--- config.mk ---
export PLATFORM = sky130hd
export DESIGN_NAME = mux_sel_sequencer
export DESIGN_NICKNAME = d
export VERILOG_FILES = /design/src/rtl/mux_sel_sequencer_pkg.sv /design/src/rtl/mux_sel_hold_cnt.sv /design/src/rtl/mux_sel_sequencer.sv
export SDC_FILE = /design/constraint.sdc
export NUM_CORES = 1
export LEC_CHECK = 0
export ABC_AREA = 1
export CAP_MARGIN = 20
export CORE_MARGIN = 5
export CORE_UTILIZATION = 55
export DETAILED_ROUTE_END_ITERATION = 8
export HOLD_SLACK_MARGIN = 0.12
export PLACE_DENSITY = 0.84
export SKIP_CTS_REPAIR_TIMING = 1
export SLEW_MARGIN = 25
export SYNTH_ARGS = -nofsm -noshare
export SYNTH_HDL_FRONTEND = slang
export SYNTH_SLANG_ARGS = --single-unit
--- constraint.sdc ---
create_clock -name clk -period 3.6 [get_ports clk]
set_input_delay 0.36 -clock clk [delete_from_list [all_inputs] [get_ports clk]]
set_output_delay 0.36 -clock clk [all_outputs]
set_load 0.05 [all_outputs]
--- src/rtl/mux_sel_sequencer_pkg.sv ---
// Shared types and helpers for the mux select sequencer.
// State encoding and round-robin pick function.
package mux_sel_sequencer_pkg;

    typedef enum logic [1:0] {
        IDLE   = 2'd0,
        GRANT0 = 2'd1,
        GRANT1 = 2'd2,
        GUARD  = 2'd3
    } state_t;

    // Both requesting: pick the channel not served last.
    // Otherwise the single requester (caller checks any).
    function automatic logic rr_pick(
        input logic req0,
        input logic req1,
        input logic last
    );
        if (req0 && req1) begin
            return ~last;
        end
        return req1;
    endfunction

endpackage

--- src/rtl/mux_sel_hold_cnt.sv ---
// Dwell down-counter for the mux select sequencer.
// Load has priority over decrement; saturates at zero.
module mux_sel_hold_cnt #(
    parameter int CNT_W = 3
) (
    input  logic             clk,
    input  logic             rst_n,
    input  logic             load,
    input  logic             dec,
    input  logic [CNT_W-1:0] load_val,
    output logic [CNT_W-1:0] count,
    output logic             zero
);

    logic [CNT_W-1:0] cnt_q;

    // Count register: reload on grant, step down while dwelling.
    always_ff @(posedge clk) begin
        if (!rst_n) begin
            cnt_q <= '0;
        end else if (load) begin
            cnt_q <= load_val;
        end else if (dec && (cnt_q != '0)) begin
            cnt_q <= cnt_q - CNT_W'(1);
        end
    end

    assign count = cnt_q;
    assign zero  = (cnt_q == '0);

endmodule

--- src/rtl/mux_sel_sequencer.sv ---
// Round-robin select sequencer for a 2:1 mux with fixed grant dwell.
// Optional guard cycle between channel switches: MUX_SEL_SEQUENCER_GUARD_EN.
module mux_sel_sequencer
    import mux_sel_sequencer_pkg::*;
#(
    parameter int HOLD_CYCLES = 4,
    localparam int CNT_W = $clog2(HOLD_CYCLES + 1)
) (
    input  logic             clk,
    input  logic             rst_n,
    input  logic             req0,
    input  logic             req1,
    output logic             s,
    output logic             gnt0,
    output logic             gnt1,
    output logic             valid,
    output logic [CNT_W-1:0] cnt
);

    if (HOLD_CYCLES < 1) begin : g_hold_chk
        $error("HOLD_CYCLES must be >= 1");
    end

    localparam logic [CNT_W-1:0] RELOAD = CNT_W'(HOLD_CYCLES - 1);

    state_t state_q, state_d;
    logic   last_q, last_d;
    logic   s_q, s_d;
    logic   gnt0_q, gnt0_d;
    logic   gnt1_q, gnt1_d;
    logic   valid_q, valid_d;

    logic             cnt_load;
    logic             cnt_dec;
    logic [CNT_W-1:0] cnt_val;
    logic [CNT_W-1:0] cnt_cur;
    logic             cnt_zero;

    logic grant_en;
    logic grant_ch;
    logic idle_en;
    logic switch_en;
    logic cur;
    logic own;
    logic oth;

`ifdef MUX_SEL_SEQUENCER_GUARD_EN
    logic pend_q, pend_d;
`endif

    mux_sel_hold_cnt #(
        .CNT_W(CNT_W)
    ) u_hold_cnt (
        .clk     (clk),
        .rst_n   (rst_n),
        .load    (cnt_load),
        .dec     (cnt_dec),
        .load_val(cnt_val),
        .count   (cnt_cur),
        .zero    (cnt_zero)
    );

    // Arbitration decision and next-state for the grant FSM.
    always_comb begin
        state_d   = state_q;
        last_d    = last_q;
        s_d       = s_q;
        gnt0_d    = gnt0_q;
        gnt1_d    = gnt1_q;
        cnt_load  = 1'b0;
        cnt_dec   = 1'b0;
        cnt_val   = RELOAD;
        grant_en  = 1'b0;
        grant_ch  = 1'b0;
        idle_en   = 1'b0;
        switch_en = 1'b0;
        cur       = (state_q == GRANT1);
        own       = cur ? req1 : req0;
        oth       = cur ? req0 : req1;
`ifdef MUX_SEL_SEQUENCER_GUARD_EN
        pend_d    = pend_q;
`endif

        unique case (state_q)
            IDLE: begin
                if (req0 || req1) begin
                    grant_en = 1'b1;
                    grant_ch = rr_pick(req0, req1, last_q);
                end
            end
            GRANT0, GRANT1: begin
                if (!own) begin
                    if (oth) begin
                        switch_en = 1'b1;
                    end else begin
                        idle_en = 1'b1;
                    end
                end else if (!cnt_zero) begin
                    cnt_dec = 1'b1;
                end else if (oth) begin
                    switch_en = 1'b1;
                end else begin
                    grant_en = 1'b1;
                    grant_ch = cur;
                end
            end
            GUARD: begin
`ifdef MUX_SEL_SEQUENCER_GUARD_EN
                if (pend_q ? req1 : req0) begin
                    grant_en = 1'b1;
                    grant_ch = pend_q;
                end else if (pend_q ? req0 : req1) begin
                    grant_en = 1'b1;
                    grant_ch = ~pend_q;
                end else begin
                    idle_en = 1'b1;
                end
`else
                idle_en = 1'b1;
`endif
            end
        endcase

        if (switch_en) begin
`ifdef MUX_SEL_SEQUENCER_GUARD_EN
            state_d  = GUARD;
            pend_d   = ~cur;
            gnt0_d   = 1'b0;
            gnt1_d   = 1'b0;
            cnt_load = 1'b1;
            cnt_val  = '0;
`else
            grant_en = 1'b1;
            grant_ch = ~cur;
`endif
        end

        if (grant_en) begin
            state_d  = grant_ch ? GRANT1 : GRANT0;
            gnt0_d   = ~grant_ch;
            gnt1_d   = grant_ch;
            s_d      = grant_ch;
            last_d   = grant_ch;
            cnt_load = 1'b1;
            cnt_val  = RELOAD;
        end

        if (idle_en) begin
            state_d  = IDLE;
            gnt0_d   = 1'b0;
            gnt1_d   = 1'b0;
            cnt_load = 1'b1;
            cnt_val  = '0;
        end

        valid_d = gnt0_d | gnt1_d;
    end

    // FSM state and registered outputs.
    always_ff @(posedge clk) begin
        if (!rst_n) begin
            state_q <= IDLE;
            last_q  <= 1'b1;
            s_q     <= 1'b0;
            gnt0_q  <= 1'b0;
            gnt1_q  <= 1'b0;
            valid_q <= 1'b0;
`ifdef MUX_SEL_SEQUENCER_GUARD_EN
            pend_q  <= 1'b0;
`endif
        end else begin
            state_q <= state_d;
            last_q  <= last_d;
            s_q     <= s_d;
            gnt0_q  <= gnt0_d;
            gnt1_q  <= gnt1_d;
            valid_q <= valid_d;
`ifdef MUX_SEL_SEQUENCER_GUARD_EN
            pend_q  <= pend_d;
`endif
        end
    end

    assign s     = s_q;
    assign gnt0  = gnt0_q;
    assign gnt1  = gnt1_q;
    assign valid = valid_q;
    assign cnt   = cnt_cur;

endmodule

==> results.tsv <==
stage	metric	value	unit
logic_synthesis	yosys.area.top_type	dfxtp_1	
sta	finalCriticalPeriod	1790	ps
sta	worst_slack	1810	ps
logic_synthesis	async_flop_share	0	%
worst_setup_path	slowest_stage	clkdlybuf4s50_1	
worst_setup_path	crit_path_start_kind	flop	
power	p_comb_share	68.6	%
cts	cts_tree	done	
global_route	antenna_found_initial	0	
routing	drt-pass1-iter-count	4	
cts	clk_latency	270	ps
routing	drtIter0Drc	8	
cts	clkTransAtPathRegs	60	ps
routing	drtAntennaViolNets	0	
logic_synthesis	syn_area_per_cell	7.35	um^2
place	io_buffers	10	
routing	wl_per_cell	11.3	um
worst_setup_path	crit_buf_inv	1	
sta	fin_crit_sh	49.7	%
cts	cts-root-buf	clkbuf_4	
cts	htreeDepth	1	
power	power.leakage	0.444	nW
worst_setup_path	worst_ep_required_time	3240	ps
worst_setup_path	path_class	flop to primary output	
logic_synthesis	synth.distinct_cells	19	
sta	finalSetupViolCount	0	
sta	setup_tns	0	ps
logic_synthesis	syn_area	742	um^2
global_route	grt_pass1_wl	2570	um
cts	clock-sinks	10	
sta	fin_skew	6.90	ps
run	drv_cap	0	
logic_synthesis	yosysMostFrequentCell	nand2_1	
layout	drive_gt1_share	27.2	%
sta	relSlewSlack	66.9	%
logic_synthesis	yosysSeqAreaShare	27.0	%
global_route	grtUsageTotal	16.6	%
logic_synthesis	syn_inst	101	
power	clock_power_share	9.1	%
layout	layout.nets	128	
layout	diodes	0	
place	hpwl	1190	um
worst_setup_path	crit_arrival	1430	ps
logic_synthesis	synth_common_cells	nand2_1, inv_1, dfxtp_1, nand2_2, ha_1	
sta	finalHoldViolations	0	
logic_synthesis	synthesis.nets	113	
layout	area_growth	19.1	%
die	die-area	2180	um^2
logic_synthesis	ys_ff_latch	10	
die	num_rows	13	
place	pre_cts_ws	1810	ps
power	seqPwrFrac	22.3	%
power	power_density	944	nW/um^2
logic_synthesis	ys.flop_type	dfxtp_1	
power	ir_drop	0.488	mV
routing	drc	0	
worst_setup_path	crit_path_max_incr_delay	810	ps
logic_synthesis	synth-edff-count	0	
die	core_area	1280	um^2
power	p_switching	444	uW
die	num_io_pins	11	
cts	numCtsBuffers	3	
global_route	grt_pass1_vias	622	
sta	final-max-slew-violation-count	0	
global_route	grt_max_degree	7	
routing	drt-total-wl	1460	um
worst_setup_path	cp_cell_sequence	clkdlybuf4s50_1	
sta	worstMarginPinSlew	495	ps
sta	rsz0062_at_grt	no	
die	die_y	46.7	um
worst_hold_path	worstHoldPathType	flop to flop	
worst_setup_path	cp_max_fo	3	
logic_synthesis	yosys_warnings	0	
run_status	status	complete, no violations	
worst_setup_path	critPathCaptureType	primary output	
die	initial_core_util	57.7	%
routing	vias	619	
place	place.gp.congestion	0.858	
die	die_width	46.7	um
logic_synthesis	synth_area_leaders	dfxtp_1, ha_1, nand2_1, nand2_2, inv_1	
cts	ctsLongestPathBuffers	2	
routing	avgViaCountPerCell	4.80	
worst_setup_path	crit_family	buffers and inverters	
power	swShare	53.3	%
global_route	grt_overflow	0	
sta	clock.fmax	0.559	GHz
logic_synthesis	synth_top_cell_area_share	27.0	%
power	intPower	390	uW
==> stage by stage <==
stage          power (mW)  cells  instance area [um^2]  hold WS [ps]  util [%]
3_5_place_dp        0.761    126                   861           491      67.0
3_3_place_gp        0.748    126                   861           466      67.0
2_1_floorplan       0.632    101                   742           429         -
5_1_grt             0.914    129                   883           526      68.7
6_report            0.834    129                   883           510      68.7
4_1_cts             0.838    129                   883           506      68.7
==> registers in the layout, indices dropped and copies added (netlist names) <==
name              flops
state_q               2
gnt1                  1
gnt0                  1
valid                 1
u_hold_cnt.count      3
s                     1
last_q                1
==> cells by family (layout without fill, tap and decap cells) <==
group | Yosys count | after routing | share of synthesized area [%]
buf+inv | 22 | 35 | 11.1
compound gates | 6 | 6 | 5.56
flops | 10 | 10 | 27.0
xor+xnor | 1 | 1 | 1.18
fa+ha+maj | 8 | 8 | 13.5
simple gates | 54 | 54 | 41.7
==> layout by cell type (no fill, tap or decap) <==
cell type	count
nand2_4	3
ha_1	8
dfxtp_1	10
o21ai_2	2
inv_1	14
inv_2	7
a21oi_1	1
nand3_4	2
clkdlybuf4s50_1	10
nand2_1	21
nor2_2	1
xor2_1	1
nand2_2	10
nand3_1	7
a21oi_2	1
nand4_1	3
clkinv_1	1
nor2_1	5
clkbuf_4	3
o21ai_0	2
nand3_2	2
==> metal layers <==
layer	track usage, %	vias to the layer above	part of all wire (%)	routed length, um
met5	0	-	0	0
met4	6.08	0	1.7	25
met3	4.21	4	3.5	51
met2	27.7	8	50	727
met1	20.7	270	45	654
li1	-	337	-	-
==> final cells by class <==
cell class	count	area, um^2
fillers	100	402
inverters	22	82.6
flip-flops and latches	10	200
clock buffers	3	22.5
multi-input cells	69	459
well taps	15	18.8
repair buffers	10	100
==> path summary, 6_finish.rpt <==
path / startpoint / endpoint / slack (ps) / depth (start not counted)
max reg2reg: state_q[1]$_SDFFE_PP0N_ / last_q$_SDFFE_PN1N_ / 1850 / 10
min: last_q$_SDFFE_PN1N_ / last_q$_SDFFE_PN1N_ / 510 / 2
min reg2reg: last_q$_SDFFE_PN1N_ / last_q$_SDFFE_PN1N_ / 510 / 2
max: u_hold_cnt.count[2]$_SDFFE_PN0P_ / cnt[2] / 1810 / 1
==> worst min-delay path: stages, from the launching register on <==
cell	delay, ps
dfxtp_1	370
a21oi_2	70
nand2_1	40
==> power by group through the flow <==
stage / clock [mW] / combinational, mW / sequential [mW]
finish: 0.0759 / 0.572 / 0.186
global placement: 0 / 0.563 / 0.185
CTS: 0.0753 / 0.576 / 0.186
detailed placement: 0 / 0.573 / 0.188
global route: 0.0816 / 0.640 / 0.192
floorplan: 0 / 0.344 / 0.289
No activity file was read; power rests on OpenSTA's default activity.
==> RTL edit: new RTL, same flow settings <==
Add a define of `MUX_SEL_SEQUENCER_GUARD_EN`.
--- a/src/rtl/mux_sel_sequencer.sv
+++ b/src/rtl/mux_sel_sequencer.sv
@@ -1,5 +1,7 @@
 // Round-robin select sequencer for a 2:1 mux with fixed grant dwell.
 // Optional guard cycle between channel switches: MUX_SEL_SEQUENCER_GUARD_EN.
+`define MUX_SEL_SEQUENCER_GUARD_EN
+
 module mux_sel_sequencer
     import mux_sel_sequencer_pkg::*;
 #(
Function: changed (Yosys sat finds a counterexample within 4 cycles, from zero or initial values and one cycle with rst_n low).
==> RTL edit against the unedited design <==
Sequential cell count is 1 higher. Register-to-register slack lost 0.06 ns. Total power is 3.6% higher. Critical path type is now flop to flop. Combinational power about the same. Via count grew 12%. Fmax shrank 0.96%. Wire length increased by 11%. Count of clock-buffer cells in the layout increased by 1. Final area is 5.1% lower. Utilization up 3.8 points. Largest power group unchanged. Area after synthesis decreased by 6.4%. Final cell count rose by 0.78%. Worst setup slack got worse by 0.017 ns. Non-clock buffer count is the same.
==> RTL edit: results (changes against the unedited design) <==
TritonCTS Buffers: 3 (unchanged)
Met2 wire length: 765 µm (+5.2%)
Worst-path fanout max: 7 (+4)
Worst-skew pair later-pin latency: 0.27 ns (about the same)
Pin count of the biggest net entering global routing: 8 (+1)
DP HPWL: 1246 µm (+5.1%)
Worst EP arrival: 1.96 ns (+0.53 ns)
Static Leak: 0.4298 nW (-3.2%)
Number of global-route vias before repair: 646 (+3.9%)
Antenna diodes: 0 (unchanged)
DRT iter0 DRCs: 42 (+34)
Routability-driven placement congestion ratio: 0.8087 (-5.8%)
Max VDD drop: 0.5683 mV (+17%)
Worst stage delay on the critical path: 0.42 ns (-0.39 ns)
DRT Wirelength: 1619 µm (+11%)
Dpl cell area: 812.0 µm² (-5.7%)
Finished Layout Cells: 130 (+0.78%)
Seq pwr share: 0.234 (+0.011)
Routed vias/inst: 5.346 (+11%)
Clock buffer depth: 2 (unchanged)
Worst-Margin Slew: 0.5183 ns (+0.02318 ns)
Clock H-tree levels: 1 (unchanged)
Initial antenna violation count: 0 (unchanged)
Family with the most delay on the worst path: simple AND/OR/NAND/NOR gates
Yosys warning count: 0 (unchanged)
Max reg flops: 3 (unchanged)
Syn nets: 112 (-0.88%)
GRT met3 Usage: 0.03953 (-0.002620)
Synth async-reset ratio: 0 (unchanged)
I/O Buffers: 10 (unchanged)
Power Combinational: 0.000573 W (about the same)
Clock Skew: 0.005545 ns (-0.001359 ns)
Commonest cells post-synth: 30 x nand2_1, 19 x inv_1, 11 x dfxtp_1
Share of cells above drive strength 1: 0.1293 (-0.1426)
Global router's overall resource usage: 0.1710 (+0.004824)
Slowest CP cell: dfxtp_1
Root buffer cell: clkbuf_4
Netlist cell types: 20 (+1)
Psw: 0.0004587 W (+3.2%)
Status: completed
M1 GR Usage: 0.2227 (+0.01577)
Met2 Resource Use GR: 0.2758 (-0.001707)
Clock transition at path regs: 0.08 ns (+0.02 ns)
First-pass DRT Iterations: 4 (unchanged)
Pre-CTS setup slack: 1.721 ns (-0.08996 ns)
Sequential share of the synthesized area: 0.3171 (+0.04730)
Register-to-Register Path Depth: 9 (-1)
Logic pwr share: 0.664 (-0.022)
WL met3: 92 µm (+80%)
Worst Hold Class: flop to flop
Met1 WL: 723 µm (+11%)
Syn Inst Count: 102 (+0.99%)
Leading post-synthesis cells by cell area: dfxtp_1 32%, nand2_1 16%, ha_1 11%
First-pass GRT wire length: 2697 µm (+4.8%)
Worst hold path stage count: 2 (unchanged)
## RTL edit: cell count changes after synthesis, moves of 3 or more
cell and delta:
nand2_1 +9, inv_1 +5, nand2_2 -9, nand3_1 -5, a21oi_1 +3, nor2_2 +3
inv_2 -5
## RTL edit: logic make-up after synthesis
| family | Yosys count | synth area share |
|---|---|---|
| compound gates | 12 | 0.09549 |
| fa+ha+maj | 6 | 0.1081 |
| buf+inv | 21 | 0.1135 |
| flops | 11 | 0.3171 |
| simple gates | 52 | 0.3658 |
## RTL edit: worst paths after layout
check	start	end	slack [ns]
worst min register to register	last_q	last_q	0.49
worst max-delay path	state_q[1]	valid	1.79
worst min-delay path	last_q	last_q	0.49
worst max register to register	state_q[1]	valid	1.79
## RTL edit: area by class of cell
cell class                 count  area, µm²
multi-input combinational     70      395.4
timing repair buffer          10      100.1
clock buffer                   4      26.28
inverter                      21      78.83
fill                          83      317.8
sequential                    11      220.2
tap                           14      17.52
